--- config.mk ---
export PLATFORM = sky130hd
export DESIGN_NAME = scarv_cop_insn_if
export DESIGN_NICKNAME = d
export VERILOG_FILES = /design/src/rtl/scarv_cop_insn_if.sv
export SDC_FILE = /design/constraint.sdc
export NUM_CORES = 1
export LEC_CHECK = 0
export ABC_CLOCK_PERIOD_IN_PS = 6000
export BUFFER_PORTS_ARGS = -buffer_cell sky130_fd_sc_hd__buf_4
export CORE_MARGIN = 3
export CORE_UTILIZATION = 62
export CTS_BUF_LIST = sky130_fd_sc_hd__clkbuf_8
export DETAILED_ROUTE_END_ITERATION = 16
export PLACE_DENSITY = 0.88
export SKIP_LAST_GASP = 1
export SLEW_MARGIN = 20
export SYNTH_ARGS = -nofsm -noshare
export SYNTH_HDL_FRONTEND = slang
export SYNTH_SLANG_ARGS = --single-unit
--- constraint.sdc ---
create_clock -name g_clk -period 6 [get_ports g_clk]
set_clock_uncertainty 0.05 [all_clocks]
set_input_delay 1.8 -clock g_clk [delete_from_list [all_inputs] [get_ports g_clk]]
set_output_delay 1.8 -clock g_clk [all_outputs]
set_load 0.01 [all_outputs]
--- src/rtl/scarv_cop_insn_if.sv ---
// scarv_cop_insn_if: CPU/COP instruction interface. Queues accepted instructions,
// dispatches them one at a time to the execute stage, and returns results.
//   g_clk, g_resetn        clock, synchronous active-low reset
//   g_clk_req              clock request while any work is pending
//   cpu_insn_req/enc/rs1   instruction request; cop_insn_ack is a one-cycle accept pulse
//   cpu_abort_req          flushes the queue and drops an in-flight result
//   cop_insn_rsp + cop_*   response, held until cpu_insn_ack
//   ex_valid/ready/enc/rs1 dispatch handshake to the execute stage
//   ex_done + ex_*         completion strobe and payload from the execute stage
//   cop_count              occupied queue entries
module scarv_cop_insn_if #(
   parameter int DEPTH = 4,
   parameter int ENC_W = 32,
   parameter int XLEN  = 32
) (
   input  logic                     g_clk,
   input  logic                     g_resetn,
   output logic                     g_clk_req,
   input  logic                     cpu_insn_req,
   output logic                     cop_insn_ack,
   input  logic                     cpu_abort_req,
   input  logic [ENC_W-1:0]         cpu_insn_enc,
   input  logic [XLEN-1:0]          cpu_rs1,
   output logic                     cop_wen,
   output logic [4:0]               cop_waddr,
   output logic [XLEN-1:0]          cop_wdata,
   output logic [2:0]               cop_result,
   output logic                     cop_insn_rsp,
   input  logic                     cpu_insn_ack,
   output logic                     ex_valid,
   input  logic                     ex_ready,
   output logic [ENC_W-1:0]         ex_enc,
   output logic [XLEN-1:0]          ex_rs1,
   input  logic                     ex_done,
   input  logic                     ex_wen,
   input  logic [4:0]               ex_waddr,
   input  logic [XLEN-1:0]          ex_wdata,
   input  logic [2:0]               ex_result,
   output logic [$clog2(DEPTH):0]   cop_count
);
   localparam int AW = $clog2(DEPTH);
   localparam int CW = AW + 1;
   logic [ENC_W-1:0] enc_q [DEPTH];
   logic [XLEN-1:0]  rs1_q [DEPTH];
   logic [AW-1:0]    head, tail;
   logic [CW-1:0]    count;
   logic             issued, drop_q, rsp_valid, ack_q;
   logic             full, empty, push, pop, done;
   assign full  = count == CW'(DEPTH);
   assign empty = count == '0;
   // ack_q blocks a second capture of the request still held during the ack cycle
   assign push  = cpu_insn_req & ~full & ~ack_q & ~cpu_abort_req;
   // valid is withheld during an abort so the execute stage never takes a flushed entry
   assign ex_valid = ~empty & ~issued & ~rsp_valid & ~cpu_abort_req;
   assign pop   = ex_valid & ex_ready;
   assign done  = ex_done & issued;
   assign ex_enc = ex_valid ? enc_q[head] : '0;
   assign ex_rs1 = ex_valid ? rs1_q[head] : '0;
   assign cop_insn_ack = ack_q;
   assign cop_insn_rsp = rsp_valid;
   assign cop_count    = count;
   assign g_clk_req    = cpu_insn_req | ~empty | issued | rsp_valid;
   always_ff @(posedge g_clk) begin
      if (push) begin
         enc_q[tail] <= cpu_insn_enc;
         rs1_q[tail] <= cpu_rs1;
      end
   end
   always_ff @(posedge g_clk) begin
      if (!g_resetn) begin
         head       <= '0;
         tail       <= '0;
         count      <= '0;
         issued     <= 1'b0;
         drop_q     <= 1'b0;
         rsp_valid  <= 1'b0;
         ack_q      <= 1'b0;
         cop_wen    <= 1'b0;
         cop_waddr  <= '0;
         cop_wdata  <= '0;
         cop_result <= '0;
      end else begin
         ack_q <= push;
         if (cpu_abort_req) begin
            head  <= '0;
            tail  <= '0;
            count <= '0;
         end else begin
            if (push) tail <= tail + AW'(1);
            if (pop) head <= head + AW'(1);
            count <= count + CW'(push) - CW'(pop);
         end
         // pop needs !issued and done needs issued, so they never coincide
         if (done) begin
            issued <= 1'b0;
            drop_q <= 1'b0;
         end else if (pop) begin
            issued <= 1'b1;
         end else if (cpu_abort_req && issued) begin
            drop_q <= 1'b1;
         end
         // a result arriving while aborted, or after an abort, is discarded
         if (done && !drop_q && !cpu_abort_req) begin
            rsp_valid  <= 1'b1;
            cop_wen    <= ex_wen;
            cop_waddr  <= ex_waddr;
            cop_wdata  <= ex_wdata;
            cop_result <= ex_result;
         end else if (cpu_insn_ack) begin
            rsp_valid <= 1'b0;
         end
      end
   end
endmodule

== Word-level counts from Yosys, hierarchy flattened ==
Memory sizes are Yosys's and may differ from the RTL's. A register that Yosys moved wholly into a read port is not among the register bits.
Cells that the tools add are included.
Word-level totals
  output and inout port bits: 112
  register bits: 52
  memories: 2
  word-level logic and storage cells: 57
  bits of input ports: 112
  memory bits (writable): 256
Memories
  enc_q: depth 4, width 32, rd ports 1, clocked after memory_dff 1, wr ports 1, RTL line 43  | logic [ENC_W-1:0] enc_q [DEPTH];
  rs1_q: depth 4, width 32, rd ports 1, clocked after memory_dff 1, wr ports 1, RTL line 44  | logic [XLEN-1:0] rs1_q [DEPTH];
Operators by class
  $add $sub $neg: 4
  muxes and demuxes: 10
  equality and inequality tests: 1
  bitwise logic cells: 19
  reductions and logical operators: 10
Operators with widths (count)
  32-bit two-way mux: 2
  1-bit bitwise AND: 8
  2-bit two-way mux: 4
  1-bit inverter: 8
  2-bit by 1-bit adder with 2-bit output, second input constant: 2
  1-bit two-way mux: 4
  2-bit OR reduction: 2
  3-bit by 1-bit adder with 3-bit output: 1
  3-bit == test, second input constant: 1
  1-bit logical AND: 3
  3-bit logical NOT: 1
  1-bit bitwise OR: 3
  3-bit by 1-bit subtractor with 3-bit output: 1
  1-bit logical NOT: 2
  2-bit AND reduction: 1
  2-bit nonzero test: 1

== Longest topological paths before layout ==
  word-level depth: 8
  mapped depth: 8
  mapped depth without buffers: 8

== Worst setup path after synthesis ==
Ideal clock, no wire load.
  path kind: input to output
  start point: input port cpu_abort_req
  end point: output port ex_enc[10]
  stages: 4
  data required time: 4.150 ns
  arrival time: 2.713 ns
  buffers on the path: 2
  path slack: 1.437 ns
  cells stage by stage: nor4_1 -> clkbuf_1 -> clkbuf_1 -> and2_1
On the way
  word-level cells in the longest chain between the ends: 3
RTL lines
  start, declared: RTL line 21  | input logic cpu_abort_req,
  1-bit inverter: RTL line 54  | assign ex_valid = ~empty & ~issued & ~rsp_valid & ~cpu_abort_req;
  1-bit bitwise AND: RTL line 54
  32-bit two-way mux: RTL line 57  | assign ex_enc = ex_valid ? enc_q[head] : '0;
  end, declared: RTL line 32  | output logic [ENC_W-1:0] ex_enc,
Every way passes these cells.

== Worst setup path in the final report ==
  start point: input port cpu_abort_req
  end point: output port ex_enc[11]
Same word-level chain as after synthesis.

==> key figures <==
Global routing
  – Gr usage total: 0.242
  – First-pass GRT wire length: 38.0 mm
  – Vias in the first global route: 7128
  – Largest net degree at the start of global routing: 66
  – Antenna violations before repair: 0
  – GRT overflow: 0

Timing
  – Max_slew headroom: 0.332
  – Minimum clock period: between 4 and 5 ns
  – RSZ-0062 raised after global routing: false
  – Slew Limit Fails: 0
  – Max Clock Freq: approximately 200 MHz
  – Final setup vio count: 0
  – Count of final hold-check violations: 0
  – Period Utilization, post-route: 0.831
  – Total negative slack: 0 ns
  – Worst Tran Pin Value: between 1 and 1.5 ns

Die
  – Initial core utilization: 0.643
  – # rows: 49
  – Die H: ~140 µm
  – Die Area: just over 0.02 mm²
  – Die width: about 140 µm
  – Core area: 0.0183 mm²
  – Io pins: approximately 220

Setup path
  – CP endpoint kind: output port
  – Critical Path RT: around 4.2 ns
  – Critical path class: input port to output port
  – Slowest cell on crit path: buf_4
  – Max incr delay on CP: 0.48 ns
  – Crit-path cells: buf_4 > nor4_2 > buf_4 > and2_1 > buf_4
  – Top cell by count, worst path: buf_4
  – Critical path arrival: 3.13 ns
  – CP Max Fanout: 65
  – Critical path startpoint category: input port

Detailed routing
  – Vias per cell: between 5 and 6
  – DRC: 0
  – DR WL/cell: between 20 and 25 µm
  – Detailed Route Iter0 Violations: 454
  – DR pass1 iterations: 5
  – Routed Wire Length: 24.6 mm
  – DR vias: about 6600
  – Final ANT Viol Nets: 0

Synth
  – Sequential area share after synthesis: 0.744
  – Cell taking the most area after synthesis: edfxtp_1
  – Synth Area per Inst: around 18 µm²
  – Ys Warns: 0
  – Mapped Area: 0.0118 mm²
  – Mapped Nets: around 780
  – Share of the synthesized area in the top cell type: 0.652
  – Post-synth EDFFs: 256
  – Seq cells post-synth: between 300 and 400
  – Fraction of registers with async set/reset: 0
  – Yosys cell types: 33
  – Ys flop type: edfxtp_1
  – Mapped Cells: 658
  – Top cells by area, synth: edfxtp_1 (65%), mux4_2 (12%), dfxtp_1 (9.2%)

Clocking
  – TritonCTS clock tree: built
  – Num Clock Sinks: 310
  – Postcts setup bufs: 0
  – Root Buffer: clkbuf_8
  – Clk_lat worst skew: roughly 0.54 ns
  – Post_cts resized: 0
  – CTS H-tree lvls: 2
  – CTS Buf Count: between 40 and 50
  – CTS Buffer Depth: 3
  – Reg clk slew, reported paths: roughly 0.060 ns
  – Hold-fix buffers, CTS: 0

Power and ir drop
  – Overall Power: 0.00408 W
  – LEAKAGE: 5.21 nW
  – Peak VDD IR: between 200 and 300 µV
  – Pwr/cell area: 281 mW/mm²

Run status
  – Status: finished, final reports clean

Layout
  – N_diodes: 0
  – Final #Nets: between 1000 and 1500
  – Post-route cell area: around 0.015 mm²
  – Layout area overhead: 23.2%
  – # fillers: 946
  – Fraction of layout cells with a size suffix above 1: 0.385

Placed design
  – Number of port buffers: approximately 220
  – Post-DP HPWL: 15.7 mm
  – Placed Area: between 0.01 and 0.015 mm²
  – Placer Congestion: between 0.8 and 0.9

Worst hold path
  – Worst Hold Class: register to register

Flow run
  – MaxCap Viol Count: 0
## layer usage
metal / share of wire / vias to the layer above / track usage
li1: - / 2984 / -
met3: 0.075 / 42 / 0.0632
met1: 0.38 / 3274 / 0.301
met4: 0.025 / 0 / 0.0803
met2: 0.52 / 261 / 0.419
met5: 0 / - / 0
## cells by family after synthesis
| family | share of synthesized area |
|---|---|
| compound gates | 0.0323 |
| buf+inv | 0.0145 |
| xor+xnor | 0.00223 |
| flops | 0.744 |
| fa+ha+maj | 0.00700 |
| simple gates | 0.0779 |
| mux | 0.122 |
## synthesized netlist by cell type (2+ instances only)
library cell	count
edfxtp_1	256
nand2_1	84
and2_1	64
mux4_2	64
dfxtp_1	54
a21boi_0	36
clkbuf_1	29
buf_2	8
a21boi_1	7
a21oi_1	7
inv_1	6
and3_1	5
ha_1	5
nor2_1	5
nand2b_1	3
o21ai_0	3
xnor2_1	3
nand3_1	2
nor3b_1	2
or3_1	2
## registers in the layout, indices dropped and copies added, names as in the netlist, named ones only
name	flops
rs1_q	128
cop_insn_rsp	1
cop_count	3
cop_insn_ack	1
drop_q	1
cop_waddr	5
tail	2
cop_wdata	32
head	2
issued	1
cop_wen	1
cop_result	3
enc_q	128
## worst max-delay path, delay by kind of cell
kind,cells,cell delay [ns]
buffers and inverters,3,0.77
AND/OR/NAND/NOR,2,0.48
## where the power goes
group / switching [W] / internal [W]
combinational: 0.0000865 / 0.000102
sequential: 0.0000105 / 0.00236
clock: 0.000731 / 0.000789
## worst paths after layout
| path | slack [ns] | startpoint | end | depth (start not counted) |
|---|---|---|---|---|
| max reg2reg | 3.48 | cop_insn_rsp$_SDFFE_PN0P_ | cop_count[2]$_SDFF_PP0_ | 8 |
| min reg2reg | 0.41 | cop_wdata[13]$_SDFFE_PN0P_ | cop_wdata[13]$_SDFFE_PN0P_ | 2 |
| max | 1.02 | cpu_abort_req | ex_enc[11] | 5 |
| min | 0.41 | cop_wdata[13]$_SDFFE_PN0P_ | cop_wdata[13]$_SDFFE_PN0P_ | 2 |
## per-stage QoR
step                      cells  worst slack [ns]   util  hold slack (ns)
after floorplan             658              1.44      -            0.417
after global placement     1077              1.10  0.746            0.396
after detailed placement   1077              1.04  0.746            0.406
after CTS                  1161              1.03  0.792            0.415
after global routing       1161             0.977  0.792            0.439
final                      1161              1.02  0.792            0.413
## area by class of cell
type / instances / area [µm²] / area share
clock buffer: 52 / 716 / 0.0493
clock inverter: 32 / 124 / 0.00853
inverter: 6 / 22.5 / 0.00155
tap: 229 / 287 / 0.0197
sequential: 310 / 8780 / 0.604
multi-input combinational: 305 / 2890 / 0.199
timing repair buffer: 227 / 1700 / 0.117
## cell usage in the layout, fill, tap and decap left out, types with 3 or more instances in the layout
| cell type | netlist | layout |
|---|---|---|
| and2_1 | 64 | 64 |
| dfxtp_1 | 54 | 52 |
| nand2b_1 | 3 | 3 |
| xnor2_1 | 3 | 3 |
| a21boi_1 | 7 | 7 |
| o21ai_0 | 3 | 3 |
| inv_1 | 6 | 29 |
| a21boi_0 | 36 | 36 |
| ha_1 | 5 | 5 |
| nand2_1 | 84 | 84 |
| nor2_1 | 5 | 5 |
| and3_4 | 0 | 4 |
| edfxtp_1 | 256 | 256 |
| buf_4 | 0 | 227 |
| clkinv_1 | 0 | 6 |
| clkbuf_8 | 0 | 52 |
| a21oi_1 | 7 | 7 |
| mux4_2 | 64 | 64 |
| clkinv_2 | 0 | 3 |
No activity file was read; power rests on OpenSTA's default activity.
